`src/rtl/clock_reset_sequencer.sv`:
```
// Sequences a DCM: pulses its reset, waits for a synchronized lock with timeout, then releases system_reset after a settle delay.
// Runs from the raw board clock; lock loss or timeout re-runs the DCM reset up to MaxRetries times before latching failed.
module clock_reset_sequencer #(
    parameter int DcmResetCycles = 4,
    parameter int LockTimeout    = 65535,
    parameter int ReleaseDelay   = 16,
    parameter int MaxRetries     = 7,
    parameter int CounterWidth   = 16,
    parameter int RetryWidth     = 3
) (
    input  logic                  clock,
    input  logic                  reset,
    input  logic                  dcm_locked,
    output logic                  dcm_reset,
    output logic                  system_reset,
    output logic                  ready,
    output logic                  failed,
    output logic [RetryWidth-1:0] retry_count
);

    typedef enum logic [2:0] {
        S_DcmReset,
        S_WaitLock,
        S_Settle,
        S_Running,
        S_Failed
    } state_t;

    localparam logic [CounterWidth-1:0] ResetLast   = CounterWidth'(DcmResetCycles - 1);
    localparam logic [CounterWidth-1:0] TimeoutLast = CounterWidth'(LockTimeout - 1);
    localparam logic [CounterWidth-1:0] SettleLast  = CounterWidth'(ReleaseDelay - 1);
    localparam logic [RetryWidth-1:0]   RetryMax    = RetryWidth'(MaxRetries);
    localparam logic [CounterWidth-1:0] CountOne    = CounterWidth'(1);
    localparam logic [RetryWidth-1:0]   RetryOne    = RetryWidth'(1);

    state_t                  state_q, state_d;
    logic [CounterWidth-1:0] counter_q, counter_d;
    logic [RetryWidth-1:0]   retry_q, retry_d;
    logic                    sync1_q, locked_s_q;
    logic                    dcm_reset_q, system_reset_q, ready_q, failed_q;
    logic                    take_retry;

    always_comb begin
        state_d    = state_q;
        counter_d  = counter_q;
        retry_d    = retry_q;
        take_retry = 1'b0;
        case (state_q)
            S_DcmReset: begin
                if (counter_q == ResetLast) begin
                    counter_d = '0;
                    state_d   = S_WaitLock;
                end else begin
                    counter_d = counter_q + CountOne;
                end
            end
            S_WaitLock: begin
                // Lock takes priority over a timeout expiring in the same cycle.
                if (locked_s_q) begin
                    counter_d = '0;
                    state_d   = S_Settle;
                end else if (counter_q == TimeoutLast) begin
                    take_retry = 1'b1;
                end else begin
                    counter_d = counter_q + CountOne;
                end
            end
            S_Settle: begin
                if (!locked_s_q) begin
                    counter_d = '0;
                    state_d   = S_WaitLock;
                end else if (counter_q == SettleLast) begin
                    counter_d = '0;
                    state_d   = S_Running;
                end else begin
                    counter_d = counter_q + CountOne;
                end
            end
            S_Running: begin
                if (!locked_s_q) begin
                    take_retry = 1'b1;
                end
            end
            S_Failed: begin
                state_d = S_Failed;
            end
            default: begin
                counter_d = '0;
                state_d   = S_DcmReset;
            end
        endcase

        if (take_retry) begin
            if (retry_q == RetryMax) begin
                state_d = S_Failed;
            end else begin
                retry_d   = (retry_q == '1) ? retry_q : retry_q + RetryOne;
                counter_d = '0;
                state_d   = S_DcmReset;
            end
        end
    end

    always_ff @(posedge clock or posedge reset) begin
        if (reset) begin
            state_q        <= S_DcmReset;
            counter_q      <= '0;
            retry_q        <= '0;
            sync1_q        <= 1'b0;
            locked_s_q     <= 1'b0;
            dcm_reset_q    <= 1'b1;
            system_reset_q <= 1'b1;
            ready_q        <= 1'b0;
            failed_q       <= 1'b0;
        end else begin
            sync1_q        <= dcm_locked;
            locked_s_q     <= sync1_q;
            state_q        <= state_d;
            counter_q      <= counter_d;
            retry_q        <= retry_d;
            // Outputs decode the next state so they change on the same edge as the state.
            dcm_reset_q    <= (state_d == S_DcmReset);
            system_reset_q <= (state_d != S_Running);
            ready_q        <= (state_d == S_Running);
            failed_q       <= (state_d == S_Failed);
        end
    end

    assign dcm_reset    = dcm_reset_q;
    assign system_reset = system_reset_q;
    assign ready        = ready_q;
    assign failed       = failed_q;
    assign retry_count  = retry_q;

endmodule

```
`config.mk`:
```
export PLATFORM = sky130hd
export DESIGN_NAME = clock_reset_sequencer
export DESIGN_NICKNAME = d
export VERILOG_FILES = /design/src/rtl/clock_reset_sequencer.sv
export SDC_FILE = /design/constraint.sdc
export NUM_CORES = 1
export LEC_CHECK = 0
export CORE_ASPECT_RATIO = 0.7
export CORE_MARGIN = 2
export CORE_UTILIZATION = 45
export DETAILED_ROUTE_END_ITERATION = 8
export GPL_TIMING_DRIVEN = 1
export PLACE_DENSITY = 0.6
export SLEW_MARGIN = 10
export SYNTH_ARGS = -nofsm -noshare
export SYNTH_HDL_FRONTEND = slang
export SYNTH_SLANG_ARGS = --single-unit
export TNS_END_PERCENT = 10
```
`constraint.sdc`:
```
create_clock -name clock -period 3.6 [get_ports clock]
set_input_delay 0.72 -clock clock [delete_from_list [all_inputs] [get_ports clock]]
set_output_delay 0.72 -clock clock [all_outputs]
set_load 0.005 [all_outputs]
```
[Word level (Yosys, flattened, before mapping)]
Cells that the tools add are included.
Operators by class
  reduce and logical (&&, ||, !) cells: 4
  mux-type cells: 19
  equality and inequality tests: 11
  bitwise logic cells: 1
  add/subtract/negate cells: 2
Operator list (number)
  $mux 16: 7
  $pmux 16 s4: 1
  $mux 3: 6
  $add 16x1->16 const B: 1
  $eq 16x16->1 const B: 1
  $eq 16x2->1 const B: 1
  $eq 16x4->1 const B: 1
  $pmux 3 s5: 1
  $eq 3x2->1 const B: 3
  $eq 3x3->1 const B: 3
  $logic_not 3->1: 2
  $add 3x1->3 const B: 1
  $eq 3x1->1 const B: 1
  $mux 1: 3
  $ne 3x2->1 const B: 1
  $pmux 1 s2: 1
  $reduce_and 2->1: 1
  $reduce_or 2->1: 1
  $not 1->1: 1
Storage, ports and cells
  bits in registers: 28
  word-level logic and storage cells: 46
  output and inout bits: 7
  input bits: 3

[Logic depth before layout (Yosys ltp)]
  depth after elaboration: 6
  depth in mapped cells: 9
  gate-level depth less buffers: 7

[Worst setup path before layout]
No wires, ideal clock.
  path kind: register -> register
  from: register counter_q[0]
  to: register retry_q[1] (netlist: retry_count[1])
  arrival time: 1.987 ns
  setup slack: 1.486 ns
  library setup time: 0.127 ns
  period minus slack after synthesis: 2.114 ns
  buffers on the path: 0
  cell stages (with the launch flop): 8
  data required time: 3.473 ns
  cells stage by stage: dfrtp_1 inv_1 ha_1 nand4_1 or4_4 a211oi_4 and2_4 mux2_1
On the way
  word-level cells in the longest chain between the ends: 5
Ends and longest elaborated chain
  start: declaration: line 37  | logic [CounterWidth-1:0] counter_q, counter_d;
  start signal: assignment: line 119  | counter_q <= counter_d;
  $eq 16x16->1: line 62  | end else if (counter_q == TimeoutLast) begin
  $mux 1: line 62
  $mux 1: line 59  | if (locked_s_q) begin
  $pmux 1 s2: line 48  | case (state_q)
  $reduce_and 2->1 (no line)
  end signal: assignment: line 120  | retry_q <= retry_d;
  end: declaration: line 38  | logic [RetryWidth-1:0] retry_q, retry_d;
Every way passes these cells.
A chain may end at the register's enable or synchronous reset.

[Final worst setup path]
  from: register counter_q[4]
  to: register counter_q[4]
On the way
  word-level cells in the longest chain between the ends: 6
  elaborated cells on any way between the ends: 15
  those cells by class: add/sub (1); eq/ne (3); mux (11)
Ends and longest elaborated chain
  $add 16x1->16, or another cell as far along: line 54, 65, 76
  $mux 16, on equally long branches: line 72, 62
  $mux 16, on equally long branches: line 69, 59
  $pmux 16 s4: line 48
  $mux 16: line 94  | if (retry_q == RetryMax) begin
  $mux 16 (*): line 93  | if (take_retry) begin
  via counter_d[4]: line 37
Mark *: on every way through the listed nets, which the timed path passes. The rest lies on a longest branch.

==> results.py <==
metrics = {
    "logic_synthesis": {
        "ys_types": 48,
        "avgSynthCellArea_um2": 9.12,
        "synth_compound_area_frac": 0.241,
        "synth-simple-area-share": 0.249,
        "synth_top_family_by_area": "simple AND/OR/NAND/NOR gates",
        "ys_seq_area_frac": 0.401,
        "yosys_warnings": 0,
        "synth_fp_nets": 199,
        "yosys.area_share.xor_xnor": 0.0100,
        "synth_edf_count": 0,
        "synthMuxAreaShare": 0.0129,
        "synth_seq_cells": 28,
        "async_flop_share": 1.00,
        "ys.flop_type": "dfrtp_1",
        "synthAdderAreaFrac": 0.0286,
        "syn_inst": 192,
        "netlist_area_um2": 1750,
    },
    "floorplan": {
        "die_w_um": 78.6,
        "core.rowCount": 18,
        "die_h_um": 56.2,
        "ios": 10,
        "core_um2": 3630,
        "start_util": 0.483,
        "dieArea_um2": 4420,
    },
    "layout": {
        "layout-drive-gt1-share": 0.106,
        "syn_to_final_growth_pct": 10.0,
        "fin_util": 0.531,
        "layout.nets": 206,
        "postLayoutCellArea_um2": 1930,
        "antennaDiodeCount": 0,
    },
    "route": {
        "finalWirelength_um": 3980,
        "wl_per_cell_um": 16.0,
        "drc": 0,
        "drt_first_pass_iters": 4,
        "viasPerCell": 6.17,
        "postRouteAntennaNets": 0,
        "first_iter_violations": 96,
        "vias": 1530,
    },
    "setup_path": {
        "path_class": "register to register",
        "critical-path-max-stage-delay_ps": 580,
        "critical_path.cell_chain": "or4_4 -> o41ai_2 -> o22ai_2 -> a222oi_1 -> nor2_1",
        "cp_slowest_cell": "or4_4",
        "cp_max_fo": 26,
        "cp.arrival_ps": 2690,
        "worstPathRequired_ps": 3750,
        "start_kind": "register",
        "end_kind": "register",
    },
    "power_and_ir_drop": {
        "vdd_drop_max_v": 0.000235,
        "finalPower_mw": 1.03,
        "p_leak_nw": 0.820,
        "power_density_nw_per_um2": 532,
    },
    "timing": {
        "hold_slack_ps": 359,
        "fin_crit_ps": 2540,
        "rsz0062_at_grt": "false",
        "tns_ps": 0,
        "max_clock_freq_mhz": 393,
        "slew_violations": 0,
        "worst_slew_pin_slew_ps": 1070,
        "min_period_over_period": 0.706,
        "maxSlewHeadroom": 0.283,
        "skew_ps": 2.76,
        "finalHoldViolCount": 0,
        "setup_viol": 0,
    },
    "grt": {
        "grt_max_degree": 29,
        "grt-ovfl-total": 0,
        "grt_usage": 0.201,
        "grt_first_pass_wirelength_um": 7100,
        "antenna_found_initial": 0,
        "grt_pass1_vias": 1461,
    },
    "clock_tree": {
        "h-tree-depth": 1,
        "clk_pin_slew_ps": 100,
        "clk_latency_ps": 280,
        "cts_tree": "yes",
        "cts_resized": 0,
        "cts_hold_buf": 0,
        "cts_buffer_depth": 2,
        "post_cts_buffers": 0,
        "numCtsBuffers": 3,
        "cts_sinks": 28,
        "cts-root-buf": "clkbuf_8",
    },
    "run_status": {
        "status": "finished, final reports clean",
    },
    "placed_design": {
        "dpl_cell_area_um2": 1870,
        "gp_congestion": 0.813,
        "io_buffers": 9,
        "dp_hpwl_um": 2780,
    },
    "job": {
        "cap_violations": 0,
    },
    "worst_hold_path": {
        "hold_class": "register to register",
    },
}
==> per-stage QoR <==
stage          std cells  setup WS (ps)
6_report             248           1060
2_1_floorplan        192           1490
3_3_place_gp         244           1180
3_5_place_dp         244           1100
4_1_cts              248           1080
5_1_grt              248            828
==> final timing paths <==
| check | from | to | slack (ps) | cells past startpoint |
|---|---|---|---|---|
| min in group asynchronous | reset | retry_count[1]$_DFFE_PP0P_ | 1000 | 2 |
| setup reg to reg | counter_q[4]$_DFF_PP0_ | counter_q[4]$_DFF_PP0_ | 1060 | 5 |
| setup / recovery | counter_q[4]$_DFF_PP0_ | counter_q[4]$_DFF_PP0_ | 1060 | 5 |
| hold reg to reg | sync1_q$_DFF_PP0_ | locked_s_q$_DFF_PP0_ | 360 | 0 |
| hold / removal | sync1_q$_DFF_PP0_ | locked_s_q$_DFF_PP0_ | 360 | 0 |
| max in group asynchronous | reset | system_reset$_DFF_PP1_ | 1890 | 3 |
==> cell families (layout without fill, tap and decap cells) <==
| group | count (synthesis) | in the layout |
|---|---|---|
| AOI/OAI and AO/OA | 58 | 58 |
| xor gates and xnor gates | 2 | 2 |
| adders and majority gates | 4 | 4 |
| buffers and inverters | 22 | 28 |
| DFF | 28 | 28 |
| muxes | 2 | 2 |
| and+or+nand+nor | 76 | 76 |
==> power by group <==
part / leakage (nW) / internal (mW) / switching, mW
clock: 0.0288 / 0.0981 / 0.101
combinational: 0.422 / 0.167 / 0.212
sequential: 0.369 / 0.376 / 0.0712
==> cell type report <==
cell class	instances	area (um2)
fill	336	1700
multi-input combinational	142	948
sequential	28	703
timing repair buffer	12	113
tap	50	62.6
clock buffer	4	55.1
inverter	12	45.0
==> cells in the final DEF (no fill, tap or decap), types with 3 or more instances in the layout <==
| cell type | count |
|---|---|
| nand2_1 | 11 |
| nor2_1 | 12 |
| nand3_1 | 7 |
| nand4_1 | 4 |
| inv_1 | 12 |
| a22oi_1 | 5 |
| o221ai_1 | 4 |
| ha_1 | 4 |
| a21o_1 | 4 |
| o22ai_1 | 4 |
| o21ai_1 | 3 |
| o21ai_0 | 11 |
| nor3_1 | 14 |
| and2_1 | 6 |
| o211ai_1 | 4 |
| a21oi_1 | 5 |
| or3_1 | 4 |
| dfrtp_1 | 26 |
| or4_1 | 3 |
| o21bai_1 | 7 |
| buf_4 | 3 |
| clkdlybuf4s50_1 | 9 |
| clkbuf_8 | 4 |
==> worst max-delay path, delay by kind of cell, from the launching register on <==
kind	cells	cell delay, ps
flip-flops	1	470
AO/OA/AOI/OAI	3	1290
AND/OR/NAND/NOR	2	650
==> routing by layer <==
metal  global-route usage  share of wire  vias to the layer above
met4               0.0401         0.0025                        0
met2                0.310           0.45                       40
li1                     -              -                      724
met3               0.0341          0.051                        2
met1                0.296           0.50                      764
met5                    0              0                        -
==> cell usage after synthesis (all sizes together), types with 3 or more instances <==
| cell | instances | area share |
|---|---|---|
| ha | 4 | 0.029 |
| nand4 | 5 | 0.021 |
| o22ai | 5 | 0.021 |
| and2 | 7 | 0.026 |
| nor4 | 3 | 0.019 |
| a211oi | 3 | 0.023 |
| o211ai | 4 | 0.017 |
| o221ai | 4 | 0.020 |
| a21oi | 5 | 0.014 |
| inv | 12 | 0.026 |
| nand2 | 11 | 0.024 |
| nor3 | 15 | 0.046 |
| nand3 | 7 | 0.020 |
| nor2 | 12 | 0.026 |
| o21bai | 7 | 0.030 |
| o21ai | 14 | 0.040 |
| a22oi | 5 | 0.021 |
| a21o | 4 | 0.017 |
| buf | 4 | 0.019 |
| clkbuf | 6 | 0.013 |
| dfrtp | 26 | 0.37 |
| or4 | 5 | 0.026 |
| or3 | 4 | 0.014 |
==> flip-flops by register name, summed over array words and instances (netlist names) <==
signal and flops:
counter_q 16, retry_count 3, state_q 3, dcm_reset 1
failed 1, locked_s_q 1, ready 1, sync1_q 1
system_reset 1
No activity file was read; power rests on OpenSTA's default activity.
